[config.mk]
export PLATFORM = sky130hd
export DESIGN_NAME = pipeline_stage_hs
export DESIGN_NICKNAME = d
export VERILOG_FILES = /design/src/rtl/pipeline_stage_hs.sv
export SDC_FILE = /design/constraint.sdc
export NUM_CORES = 1
export LEC_CHECK = 0
export ABC_AREA = 1
export CAP_MARGIN = 20
export CORE_UTILIZATION = 36
export CTS_CLUSTER_DIAMETER = 100
export DETAILED_ROUTE_END_ITERATION = 6
export GPL_ROUTABILITY_DRIVEN = 0
export PLACE_DENSITY_LB_ADDON = 0.1
export SLEW_MARGIN = 15
export SYNTH_ARGS = -nofsm -noshare
export SYNTH_HDL_FRONTEND = slang
export SYNTH_SLANG_ARGS = --single-unit
[constraint.sdc]
create_clock -name clk -period 1.3 [get_ports clk]
set_input_delay 0.26 -clock clk [delete_from_list [all_inputs] [get_ports clk]]
set_output_delay 0.26 -clock clk [all_outputs]
set_load 0.01 [all_outputs]
[src/rtl/pipeline_stage_hs.sv]
// Inter-stage pipeline register with valid/ready handshake, stall counter and flush.
// Define PIPE_SKID_EN to add a skid slot that registers in_ready (no out_ready -> in_ready path).
module pipeline_stage_hs #(
  parameter int unsigned CTRL_W       = 16,
  parameter int unsigned DATA_W       = 128,
  parameter int unsigned ZERO_DATA_FL = 1,
  parameter int unsigned CLK_NEGEDGE  = 1,
  parameter int unsigned CNT_W        = 16
) (
  input  logic              clk,
  input  logic              rst_n,
  input  logic              flush,
  input  logic              in_valid,
  output logic              in_ready,
  input  logic [CTRL_W-1:0] in_ctrl,
  input  logic [DATA_W-1:0] in_data,
  output logic              out_valid,
  input  logic              out_ready,
  output logic [CTRL_W-1:0] out_ctrl,
  output logic [DATA_W-1:0] out_data,
  output logic [CNT_W-1:0]  stall_cycles
);

  // All state lives in one edge domain; the inversion selects the falling edge.
  logic clk_act;
  assign clk_act = (CLK_NEGEDGE != 0) ? ~clk : clk;

  logic              accept;
  logic              deliver;
  logic [CTRL_W-1:0] head_ctrl_q, head_ctrl_d;
  logic [DATA_W-1:0] head_data_q, head_data_d;
  logic [CNT_W-1:0]  stall_q, stall_d;

  assign accept       = in_valid & in_ready & ~flush;
  assign deliver      = out_valid & out_ready;
  assign out_ctrl     = head_ctrl_q;
  assign out_data     = head_data_q;
  assign stall_cycles = stall_q;

  always_comb begin
    stall_d = stall_q;
    if (out_valid && !out_ready && !flush && (stall_q != {CNT_W{1'b1}})) begin
      stall_d = stall_q + CNT_W'(1);
    end
  end

`ifdef PIPE_SKID_EN
  typedef enum logic [1:0] {StEmpty, StOne, StTwo} state_e;

  state_e            state_q, state_d;
  logic [CTRL_W-1:0] skid_ctrl_q, skid_ctrl_d;
  logic [DATA_W-1:0] skid_data_q, skid_data_d;

  always_ff @(posedge clk_act) begin
    if (!rst_n) begin
      state_q     <= StEmpty;
      head_ctrl_q <= '0;
      head_data_q <= '0;
      skid_ctrl_q <= '0;
      skid_data_q <= '0;
      stall_q     <= '0;
    end else begin
      state_q     <= state_d;
      head_ctrl_q <= head_ctrl_d;
      head_data_q <= head_data_d;
      skid_ctrl_q <= skid_ctrl_d;
      skid_data_q <= skid_data_d;
      stall_q     <= stall_d;
    end
  end

  always_comb begin
    state_d = state_q;
    if (flush) begin
      state_d = StEmpty;
    end else begin
      case (state_q)
        StEmpty: if (accept) state_d = StOne;
        StOne: begin
          if (accept && !deliver) begin
            state_d = StTwo;
          end else if (!accept && deliver) begin
            state_d = StEmpty;
          end
        end
        StTwo:   if (deliver) state_d = StOne;
        default: state_d = StEmpty;
      endcase
    end
  end

  always_comb begin
    in_ready  = (state_q != StTwo);
    out_valid = (state_q != StEmpty);
  end

  always_comb begin
    head_ctrl_d = head_ctrl_q;
    head_data_d = head_data_q;
    skid_ctrl_d = skid_ctrl_q;
    skid_data_d = skid_data_q;
    if (flush) begin
      head_ctrl_d = '0;
      if (ZERO_DATA_FL != 0) head_data_d = '0;
    end else begin
      case (state_q)
        StEmpty: begin
          if (accept) begin
            head_ctrl_d = in_ctrl;
            head_data_d = in_data;
          end
        end
        StOne: begin
          if (accept && deliver) begin
            head_ctrl_d = in_ctrl;
            head_data_d = in_data;
          end else if (accept) begin
            skid_ctrl_d = in_ctrl;
            skid_data_d = in_data;
          end
        end
        StTwo: begin
          if (deliver) begin
            head_ctrl_d = skid_ctrl_q;
            head_data_d = skid_data_q;
          end
        end
        default: ;
      endcase
    end
  end

`else
  logic valid_q, valid_d;

  assign in_ready  = ~valid_q | out_ready;
  assign out_valid = valid_q;

  always_ff @(posedge clk_act) begin
    if (!rst_n) begin
      valid_q     <= 1'b0;
      head_ctrl_q <= '0;
      head_data_q <= '0;
      stall_q     <= '0;
    end else begin
      valid_q     <= valid_d;
      head_ctrl_q <= head_ctrl_d;
      head_data_q <= head_data_d;
      stall_q     <= stall_d;
    end
  end

  // Deliver without a refill only drops valid; the payload keeps its last value.
  always_comb begin
    valid_d     = valid_q;
    head_ctrl_d = head_ctrl_q;
    head_data_d = head_data_q;
    if (flush) begin
      valid_d     = 1'b0;
      head_ctrl_d = '0;
      if (ZERO_DATA_FL != 0) head_data_d = '0;
    end else if (accept) begin
      valid_d     = 1'b1;
      head_ctrl_d = in_ctrl;
      head_data_d = in_data;
    end else if (deliver) begin
      valid_d = 1'b0;
    end
  end
`endif

endmodule

==> run summary, run 1 <==
Pwr Total: 15000 µW
Crit path launch type: flip-flop
Area after DPL: 10200 µm²
Worst-skew pair later-pin latency: 480 ps
Power Density: 1100 nW/µm²
Worst Path Max Fanout: 2
GRT Total Usage: 29.1%
Filler instances: 1044
Cell at the slowest stage of the critical path: dfxtp_4
WL/cell: 17.5 µm
Crit-path most repeated cell: buf_12
Hold Path Origin: out_data[61]
Reg-to-reg endpoint: out_data[43]
P_leak: 0.00630 µW
Max-cap viol count: 0
Setup Skew: 23.0 ps
Remaining DRCs: 0
Mapped Avg Cell Area: 7.77 µm²
Detailed placement HPWL: 14600 µm
CTS Root Cell: clkbuf_16
Flops & latches, synth: 161
Seq/Total Area, Yosys: 51.8%
Design area: 13600 µm²
Hold EP: out_data[61]
Setup WS post-layout: -837 ps
Antenna cells: 0
Worst reg2reg setup slack: -240 ps
Io pins: 311
Vias in the first global route: 8224
Cells taking the most area after synthesis: dfxtp_1 52%, a21oi_1 12%, nor3_1 12%, nor2_1 11%, buf_2 2.8%
Yosys top cell area share: 51.8%
Hold Vio Cnt, Final: 0
Largest net degree at the start of global routing: 34
Placed Instances: 1335
Crit. End Element: output port
Worst slack at placement: -1120 ps
Worst EP arrival: 1880 ps
Port Buf Inserts: 310
Final nets: 1542
Slew Viols, Final: 0
DR vias: 8302
Slew headroom: 75.1%
Least-Margin Pin Slew: 373 ps
Synthesized area: 6220 µm²
Required time of the critical path: 1040 ps
Area Overhead vs Synth: 118%
Distinct cell type count after synthesis: 21
Max IR drop VDD: 977 µV
Crit path kind: reg2out
Core Rows: 47
Yosys warns: 0
Area of the core: 16700 µm²
First-pass GRT wire length: 40100 µm
Status: finished with violations
Detail Route Antenna Nets: 0
Final setup fails: 323
Slowest stage delay, CP: 370 ps
Die area: 17800 µm²
Pre-Repair DR Iteration Count: 5
TritonCTS clock tree: built
WL final: 28500 µm
Mapped Nets: 950
Initial Util: 37.2%
Hold Crit Class: reg2reg
CTS Buf Count: 17
RSZ-0062 raised after global routing: true
Cell count of the worst reg-to-reg path: 9
Largest area contributor in the netlist: dfxtp_1
Hold Crit Depth: 2
Non-filler cells in the finished layout: 1625
Failing checks: setup timing
Initial DRC count: 520
CTS Buffer Depth: 2
Worst-path cell chain: nand2_8 > buf_12 > buf_12 > buf_6
Die width: 133 µm
Share of cells above drive strength 1: 46.2%
Hold_ws: 499 ps
Worst r2r src: out_valid
H-tree depth: 4
Initial antenna violation count: 0
Die span in y: 133 µm
Mapped Cells: 800
Clk pin slew, worst setup/hold paths: 40 ps
Clock sinks: 161
Routed vias/inst: 5.11
Global route overflow: 0
[kinds of logic (layout without fill, tap and decap cells)]
family / after synthesis / after routing / synth area share, %
AND/OR/NAND/NOR: 394 / 394 / 28.3
flip-flops: 161 / 161 / 51.8
buffers and inverters: 85 / 690 / 6.68
adder cells (fa/ha/maj): 1 / 1 / 0.201
AO/OA/AOI/OAI: 159 / 159 / 13.0
[Yosys cell counts, drive strengths merged]
| library cell | number |
|---|---|
| nor2 | 186 |
| dfxtp | 161 |
| buf | 52 |
| nand3 | 23 |
| o21ai | 2 |
| inv | 18 |
| clkbuf | 15 |
| ha | 1 |
| a21oi | 157 |
| nor3 | 144 |
| nand4 | 1 |
| nand2 | 40 |
[through the flow]
stage               TNS [ps]  utilization, %
floorplan             -50910               -
global placement     -244230            61.0
detailed placement   -247070            61.0
CTS                  -145530            77.8
global route         -145870            81.3
finish               -136850            81.3
[state kept, by name, indices dropped and copies added (netlist names)]
register	flops
out_valid	1
stall_cycles	16
out_data	128
out_ctrl	16
[timing repair]
action                                   CTS  global route
pin swaps                                 18             9
endpoints found under the setup margin   323           323
cloned                                    19             2
gates resized for setup                 1093            67
hold buffers                               0             0
buffers inserted                          41            39
[worst max-delay path: cells and delay by family (launching register included)]
kind                   cells  cell delay [ps]
buffers and inverters      3              340
DFF                        1              370
and+or+nand+nor            1               60
[worst max path at each step]
stage | depth (start not counted) | to | from
final | 4 | in_ready | out_valid
after global routing | 4 | in_ready | out_valid
after CTS | 4 | in_ready | out_valid
after detailed placement | 7 | out_data[20] | out_ready
after global placement | 8 | out_data[113] | out_ready
after floorplan | 7 | out_data[41] | in_valid
[placed cells by master (no fill, tap or decap), drive strengths merged]
cell type	count
buf	330
nor2	186
inv	184
dfxtp	161
a21oi	157
clkdlybuf4s50	144
nor3	144
nand2	40
nand3	23
clkbuf	19
clkinv	5
clkinvlp	3
bufbuf	3
o21ai	2
nand4	1
ha	1
bufinv	1
clkdlybuf4s15	1
[power breakdown]
part | internal, µW | switching (µW) | total (µW)
sequential | 5230 | 167 | 5400
combinational | 1530 | 1020 | 2560
clock | 3330 | 3690 | 7020
[area by class of cell]
type,count,area (µm²),area share [%]
repair buffers,480,5510,40.6
flip-flops and latches,161,3430,25.3
multi-input cells,554,3110,22.9
clock inverters,176,743,5.47
clock buffers,17,425,3.13
well taps,220,275,2.03
inverters,17,78.8,0.581
[per-layer routing]
metal / part of all wire (%) / vias to the layer above / global-route usage, %
met1: 36 / 3924 / 29.4
met4: 3.2 / 0 / 17.9
met2: 53 / 428 / 50.1
li1: - / 3881 / -
met3: 8.3 / 69 / 11.8
met5: 0 / - / 0
No activity file was read; power rests on OpenSTA's default activity.
==> inputs of run 2 (changes only) <==
--- a/config.mk
+++ b/config.mk
@@ -7,10 +7,11 @@
 export LEC_CHECK = 0
 export ABC_AREA = 1
 export CAP_MARGIN = 20
-export CORE_UTILIZATION = 36
+export CELL_PAD_IN_SITES_DETAIL_PLACEMENT = 0
+export CELL_PAD_IN_SITES_GLOBAL_PLACEMENT = 1
+export CORE_UTILIZATION = 25
 export CTS_CLUSTER_DIAMETER = 100
 export DETAILED_ROUTE_END_ITERATION = 6
-export GPL_ROUTABILITY_DRIVEN = 0
 export PLACE_DENSITY_LB_ADDON = 0.1
 export SLEW_MARGIN = 15
 export SYNTH_ARGS = -nofsm -noshare
==> run summary, run 2 (synthesized netlist as in run 1, its figures left out) <==
Cell count of the worst reg-to-reg path: 8
TritonCTS clock tree: built
Vias in the first global route: 7541
Worst EP arrival: 1850 ps
First-pass GRT wire length: 38800 µm
WL/cell: 15.4 µm
Io pins: 311
Slew Viols, Final: 0
Hold Vio Cnt, Final: 0
Worst r2r src: out_valid
Final nets: 1524
Share of cells above drive strength 1: 51.0%
Area of the core: 24400 µm²
Design area: 14000 µm²
Power Density: 1070 nW/µm²
CTS Buffer Depth: 2
Hold Path Origin: out_data[114]
CTS Hold Bufs: 0
Clock sinks: 161
Initial Util: 25.5%
GRT Total Usage: 19.2%
Core Rows: 57
Crit. End Element: output port
Setup WS post-layout: -812 ps
Clk pin slew, worst setup/hold paths: 30 ps
Final setup fails: 323
Die width: 160 µm
Setup TNS: -139330 ps
Detail Route Antenna Nets: 0
Die span in y: 160 µm
Hold_ws: 509 ps
Slew headroom: 81.4%
Port Buf Inserts: 310
CTS Buf Count: 17
CTS Root Cell: clkbuf_16
CP Capture Point: in_ready
Non-filler cells in the finished layout: 1711
Required time of the critical path: 1040 ps
Setup Skew: 22.5 ps
Max-cap viol count: 0
Commonest non-fill, non-tap cell in the layout: buf_6
Crit path kind: reg2out
Worst reg2reg setup slack: -210 ps
Remaining DRCs: 0
Die area: 25500 µm²
Pwr Total: 14900 µW
Status: finished with violations
Global route overflow: 0
Failing checks: setup timing
P_leak: 0.00624 µW
Hold Crit Class: reg2reg
Most frequent cells in the layout: 178 x buf_6, 172 x inv_1, 160 x dfxtp_2
Detailed placement HPWL: 15700 µm
Routed vias/inst: 4.55
Area Overhead vs Synth: 125%
Initial antenna violation count: 0
Largest net degree at the start of global routing: 52
Max reg flops: 128
Worst-skew pair later-pin latency: 470 ps
DR vias: 7780
Placed Instances: 1439
Pre-Repair DR Iteration Count: 4
Crit path launch type: flip-flop
Max IR drop VDD: 661 µV
RSZ-0062 raised after global routing: true
H-tree depth: 4
Worst Path Max Fanout: 2
RD Place Congestion: 0.767
Least-Margin Pin Slew: 280 ps
Reg-to-reg endpoint: out_data[112]
Antenna cells: 0
WL final: 26400 µm
Area after DPL: 10400 µm²
Initial DRC count: 409
CP startpoint: out_valid
run 2: worst min path at each step:
stage | slack, ps | cells past startpoint | endpoint
final | 510 | 2 | out_data[114]
after global placement | 500 | 2 | out_data[22]
after CTS | 510 | 2 | out_data[15]
after detailed placement | 500 | 2 | out_data[41]
after floorplan | 500 | 2 | stall_cycles[12]
after global routing | 530 | 2 | out_data[79]
run 2: per-layer routing:
metal / GRT usage, % / routed length [µm] / up-vias
met3: 10.0 / 2220 / 19
met5: 0 / 0 / -
met4: 8.00 / 216 / 0
li1: - / - / 3856
met2: 29.8 / 13000 / 277
met1: 21.9 / 11000 / 3628
run 2: repair_timing:
| item | CTS | global route |
|---|---|---|
| endpoints found under the setup margin | 323 | 323 |
| resized for setup | 1015 | 284 |
| gates cloned | 10 | 10 |
| pin swaps | 5 | 31 |
| setup buffers | 16 | 54 |
run 2: stage by stage:
stage               util (%)  setup slack [ps]
floorplan                  -              -395
global placement        42.5             -1130
detailed placement      42.5             -1150
CTS                     51.1              -833
global route            57.4              -850
finish                  57.4              -812
run 2: report_power, final:
part | leakage, µW | internal, µW | total [µW] | switching [µW]
combinational | 0.00371 | 1510 | 2560 | 1050
sequential | 0.00139 | 5240 | 5400 | 155
clock | 0.00114 | 3220 | 6950 | 3730
run 2: final cells by class:
| type | count | area [µm²] |
|---|---|---|
| clock buffer | 17 | 425 |
| fill | 2338 | 10400 |
| multi-input combinational | 555 | 3630 |
| inverter | 17 | 81.3 |
| timing repair buffer | 461 | 5260 |
| sequential | 161 | 3430 |
| clock inverter | 176 | 759 |
| tap | 324 | 405 |
run 2: critical path, stage by stage, from the launching register on:
cell	delay (ps)
dfxtp_4	360
nand2_8	50
buf_8	110
buf_12	120
buf_6	110
==> inputs of run 3 (changes only) <==
--- a/config.mk
+++ b/config.mk
@@ -13,7 +13,7 @@
 export CTS_CLUSTER_DIAMETER = 100
 export DETAILED_ROUTE_END_ITERATION = 6
 export PLACE_DENSITY_LB_ADDON = 0.1
-export SLEW_MARGIN = 15
+export SLEW_MARGIN = 5
 export SYNTH_ARGS = -nofsm -noshare
 export SYNTH_HDL_FRONTEND = slang
 export SYNTH_SLANG_ARGS = --single-unit
==> results of run 3 <==
Final layout, timing and power as in run 2 (identical DEF).
